[src/rtl/core_rf_wb_arb.sv]
// Writeback arbiter for the single GPR write port (ALU vs LSU, round-robin on contention)
// plus the 16-entry pending-register scoreboard that decode queries for operand hazards.
module core_rf_wb_arb (
  input  logic        clk,
  input  logic        rst,
  input  logic        alu_valid,
  output logic        alu_ready,
  input  logic [3:0]  alu_addr,
  input  logic [31:0] alu_data,
  input  logic        lsu_valid,
  output logic        lsu_ready,
  input  logic [3:0]  lsu_addr,
  input  logic [31:0] lsu_data,
  output logic        wb,
  output logic [3:0]  wb_addr,
  output logic [31:0] wb_data,
  input  logic        sb_set,
  input  logic [3:0]  sb_set_addr,
  output logic        sb_conflict,
  input  logic [3:0]  rega_addr,
  input  logic [3:0]  regb_addr,
  output logic        rega_busy,
  output logic        regb_busy
);

  typedef enum logic {
    PORT_ALU = 1'b0,
    PORT_LSU = 1'b1
  } port_e;

  port_e       lastGrant_q, lastGrant_d;
  logic        wb_q, wb_d;
  logic [3:0]  wbAddr_q, wbAddr_d;
  logic [31:0] wbData_q, wbData_d;
  logic [15:0] pending_q, pending_d;
  logic        grantAlu, grantLsu;
  logic        aluAccept, lsuAccept;

  // On contention the port that did not win last time gets the write port.
  always_comb begin
    grantAlu = alu_valid & (~lsu_valid | (lastGrant_q == PORT_LSU));
    grantLsu = lsu_valid & (~alu_valid | (lastGrant_q == PORT_ALU));
  end

  assign alu_ready = grantAlu & ~rst;
  assign lsu_ready = grantLsu & ~rst;
  assign aluAccept = alu_valid & alu_ready;
  assign lsuAccept = lsu_valid & lsu_ready;

  // Next-state for the write register, round-robin pointer and scoreboard.
  // Clear is applied before set so a same-address collision leaves the bit set.
  always_comb begin
    lastGrant_d = lastGrant_q;
    wb_d        = aluAccept | lsuAccept;
    wbAddr_d    = wbAddr_q;
    wbData_d    = wbData_q;
    if (aluAccept) begin
      lastGrant_d = PORT_ALU;
      wbAddr_d    = alu_addr;
      wbData_d    = alu_data;
    end else if (lsuAccept) begin
      lastGrant_d = PORT_LSU;
      wbAddr_d    = lsu_addr;
      wbData_d    = lsu_data;
    end

    pending_d = pending_q;
    if (wb_q) begin
      pending_d[wbAddr_q] = 1'b0;
    end
    if (sb_set) begin
      pending_d[sb_set_addr] = 1'b1;
    end
  end

  always_ff @(posedge clk) begin
    if (rst) begin
      lastGrant_q <= PORT_LSU;
      wb_q        <= 1'b0;
      wbAddr_q    <= 4'd0;
      wbData_q    <= 32'd0;
      pending_q   <= 16'd0;
    end else begin
      lastGrant_q <= lastGrant_d;
      wb_q        <= wb_d;
      wbAddr_q    <= wbAddr_d;
      wbData_q    <= wbData_d;
      pending_q   <= pending_d;
    end
  end

  assign wb          = wb_q;
  assign wb_addr     = wbAddr_q;
  assign wb_data     = wbData_q;
  assign sb_conflict = pending_q[sb_set_addr];
  assign rega_busy   = pending_q[rega_addr];
  assign regb_busy   = pending_q[regb_addr];

endmodule

[config.mk]
export PLATFORM = sky130hd
export DESIGN_NAME = core_rf_wb_arb
export DESIGN_NICKNAME = d
export VERILOG_FILES = /design/src/rtl/core_rf_wb_arb.sv
export SDC_FILE = /design/constraint.sdc
export NUM_CORES = 1
export LEC_CHECK = 0
export BUFFER_PORTS_ARGS = -buffer_cell sky130_fd_sc_hd__buf_2
export CAP_MARGIN = 20
export CELL_PAD_IN_SITES_DETAIL_PLACEMENT = 0
export CELL_PAD_IN_SITES_GLOBAL_PLACEMENT = 1
export CORE_MARGIN = 5
export CORE_UTILIZATION = 25
export CTS_CLUSTER_SIZE = 10
export DETAILED_ROUTE_END_ITERATION = 8
export PLACE_DENSITY_LB_ADDON = 0.12
export SLEW_MARGIN = 20
export SYNTH_ARGS = -nofsm -noshare
export SYNTH_HDL_FRONTEND = slang
export SYNTH_SLANG_ARGS = --single-unit
[constraint.sdc]
create_clock -name clk -period 2 [get_ports clk]
set_clock_uncertainty 0.15 [all_clocks]
set_input_delay 0.4 -clock clk [delete_from_list [all_inputs] [get_ports clk]]
set_output_delay 0.4 -clock clk [all_outputs]
set_load 0.02 [all_outputs]
==> impl_metrics.sql <==
INSERT INTO impl_metrics (metric_group, metric, value, unit) VALUES
('power_and_ir_drop', 'power.share.clock', '26.4', '%'),
('drt', 'antenna_violating_nets_post_route', '0', ''),
('power_and_ir_drop', 'ir_worst_vdd', '0.255', 'mV'),
('clocking', 'clock_tree_from_tritoncts', 'done', ''),
('power_and_ir_drop', 'p_switching', '0.000702', 'W'),
('setup_path', 'path_class', 'reg2out', ''),
('place', 'place_ws', '-60.1', 'ps'),
('logic_synthesis', 'mappedNetlistNets', '414', ''),
('grt', 'grt_start_max_net_pins', '41', ''),
('floorplan', 'die-width', '115', 'microns'),
('setup_path', 'critical_path.endpoint_type', 'output port', ''),
('timing', 'finalCriticalPeriod', '2120', 'ps'),
('logic_synthesis', 'synthMostInstantiatedCell', 'sky130_fd_sc_hd__dfxtp_1', ''),
('logic_synthesis', 'ys_warn_count', '0', ''),
('setup_path', 'timing.critical_path.required', '1450', 'ps'),
('clocking', 'cts.path.max_buffers', '2', ''),
('grt', 'grt_first_pass_wirelength', '16400', 'microns'),
('finish', 'register_area', '1090', 'sq um'),
('logic_synthesis', 'postSynth.topFlopCell', 'sky130_fd_sc_hd__dfxtp_1', ''),
('logic_synthesis', 'synth.top_cells.by_area', 'sky130_fd_sc_hd__dfxtp_1, sky130_fd_sc_hd__mux4_2, sky130_fd_sc_hd__nand3_1', ''),
('logic_synthesis', 'postSynthCellCount', '325', ''),
('place', 'io_buffers', '130', ''),
('grt', 'first_global_vias', '3209', ''),
('logic_synthesis', 'netlist-cell-type-count', '34', ''),
('floorplan', 'die-height', '115', 'microns'),
('finish', 'post-route-cell-area', '3710', 'sq um'),
('timing', 'fmaxAchievable', '472', 'MHz'),
('hold_path', 'hold_path_class', 'in2reg', ''),
('drt', 'routed_via_density', '5.13', ''),
('floorplan', 'area_of_the_die', '13300', 'sq um'),
('timing', 'hold_violations', '0', ''),
('drt', 'route.vias.total', '3024', ''),
('run', 'cap_violations', '0', ''),
('power_and_ir_drop', 'internal_power', '0.00159', 'W'),
('drt', 'detailedRoute.firstPassIterationCount', '4', ''),
('drt', 'drt-initial-drc-count', '193', ''),
('logic_synthesis', 'post-synth-top-area-cell', 'sky130_fd_sc_hd__dfxtp_1', ''),
('timing', 'worst_setup_slack_after_layout', '-119', 'ps'),
('logic_synthesis', 'synth_common_cells', 'sky130_fd_sc_hd__dfxtp_1, sky130_fd_sc_hd__nand2_1, sky130_fd_sc_hd__nand3_1', ''),
('status', 'status', 'complete, but fails checks', ''),
('timing', 'max_slew.worst_pin.slew', '455', 'ps'),
('finish', 'layout-drive-gt1-share', '41.0', '%'),
('logic_synthesis', 'synth.avg_cell_area', '8.56', 'sq um'),
('power_and_ir_drop', 'seqPwrFrac', '51.2', '%'),
('finish', 'antennaDiodeCount', '0', ''),
('timing', 'report.final.setup_viol', '3', ''),
('place', 'place.detailed.hpwl', '7660', 'microns'),
('clocking', 'path_clk_slew', '100', 'ps'),
('grt', 'groute.usage.overall', '15.6', '%'),
('floorplan', 'ios', '131', ''),
('place', 'place.gp.congestion', '0.760', ''),
('clocking', 'hold_buffers', '0', ''),
('finish', 'area_delta_synth_final', '33.3', '%'),
('status', 'violations', 'setup timing', ''),
('power_and_ir_drop', 'total_leakage_power', '1.55', 'nW'),
('clocking', 'number_of_sinks_driven_by_the_clock_tree', '54', ''),
('logic_synthesis', 'count_of_flip_flops_with_a_built_in_enable_after_synthesis', '0', ''),
('finish', 'multi_input_comb_area', '1530', 'sq um'),
('power_and_ir_drop', 'p_comb_share', '22.4', '%'),
('grt', 'globalRoute.totalOverflow', '0', ''),
('logic_synthesis', 'netlist_area', '2780', 'sq um'),
('floorplan', 'initial_utilization', '25.5', '%'),
('clocking', 'clock_latency', '310', 'ps'),
('logic_synthesis', 'synth.yosys.seq_area_share', '38.9', '%'),
('logic_synthesis', 'netlist.area_leader.share', '38.9', '%'),
('power_and_ir_drop', 'power.density', '618', 'nW/um^2'),
('finish', 'fill_cells', '1193', ''),
('clocking', 'htree_num_levels', '2', ''),
('grt', 'antenna_found_initial', '0', ''),
('logic_synthesis', 'synth.ff_latch_count', '54', ''),
('logic_synthesis', 'synth-async-reset-ratio', '0', '%');
layout make-up:
class	count	area share [%]
sequential	54	29.5
inverter	3	0.304
multi-input combinational	237	41.2
clock buffer	7	2.06
timing repair buffer	148	22.2
tap	140	4.72
cells by family (layout without fill, tap and decap cells):
group           Yosys count  count (layout)  share of synthesized area (%)
simple gates            147             147                           27.4
compound gates           72              72                           15.4
flops                    54              54                           38.9
buf+inv                  34             158                           6.21
mux                      18              18                           12.1
cells in the final DEF, fill, tap and decap left out, types with 3 or more instances in the layout:
cell type	netlist	final
sky130_fd_sc_hd__buf_2	21	130
sky130_fd_sc_hd__nand2_1	50	50
sky130_fd_sc_hd__nand3_1	44	44
sky130_fd_sc_hd__dfxtp_1	54	43
sky130_fd_sc_hd__nand4_1	35	35
sky130_fd_sc_hd__a31oi_1	35	35
sky130_fd_sc_hd__o21ai_0	16	16
sky130_fd_sc_hd__a21oi_1	16	16
sky130_fd_sc_hd__buf_4	2	15
sky130_fd_sc_hd__dfxtp_2	0	11
sky130_fd_sc_hd__mux4_2	10	10
sky130_fd_sc_hd__mux2i_1	6	6
sky130_fd_sc_hd__clkbuf_8	0	5
sky130_fd_sc_hd__nand2b_1	3	3
sky130_fd_sc_hd__buf_12	0	3
critical path: stages, from the launching register on:
cell,delay [ps]
sky130_fd_sc_hd__dfxtp_2,350
sky130_fd_sc_hd__mux4_2,480
sky130_fd_sc_hd__a22oi_2,180
sky130_fd_sc_hd__nand3_1,90
sky130_fd_sc_hd__buf_2,160
flip-flops by register name (all words and copies together), names as in the netlist:
signal,cells
pending_q,16
lastGrant_q,1
wb_addr,4
wb_data,32
wb,1
final timing paths:
kind,cells past startpoint,from,slack [ps],end
worst min-delay path,3,lsu_data[0],190,wb_data[0]$_SDFFE_PP0P_
worst max register to register,3,wb$_SDFF_PP0_,530,pending_q[4]$_SDFF_PP0_
worst min register to register,2,wb_data[9]$_SDFFE_PP0P_,330,wb_data[9]$_SDFFE_PP0P_
worst max-delay path,4,pending_q[3]$_SDFF_PP0_,-120,sb_conflict
power by group through the flow:
stage	clock [W]	combinational, W	sequential (W)
2_1_floorplan	0	0.000227	0.00125
3_3_place_gp	0	0.000521	0.00120
3_5_place_dp	0	0.000519	0.00120
4_1_cts	0.000645	0.000521	0.00117
5_1_grt	0.000686	0.000561	0.00118
6_report	0.000605	0.000512	0.00117
repair_timing:
item,CTS,global route
buffers inserted,0,0
resized for setup,11,0
endpoints found under the setup margin,3,3
metal layers:
| layer | global-route usage [%] | part of all wire, % |
|---|---|---|
| met5 | 0 | 0 |
| met4 | 4.23 | 1.1 |
| met3 | 5.33 | 8.3 |
| met2 | 25.6 | 48 |
| met1 | 19.7 | 43 |
stage by stage:
step	cells	power (W)	setup TNS [ps]	utilization, %	hold slack, ps
global placement	582	0.00172	-21.8	33.2	315
CTS	589	0.00234	-350	34.1	173
global route	589	0.00243	-507	34.1	184
finish	589	0.00229	-264	34.1	192
detailed placement	582	0.00172	-79.6	33.2	321
floorplan	325	0.00147	0	-	319
Power figures use the tool's default switching activity.
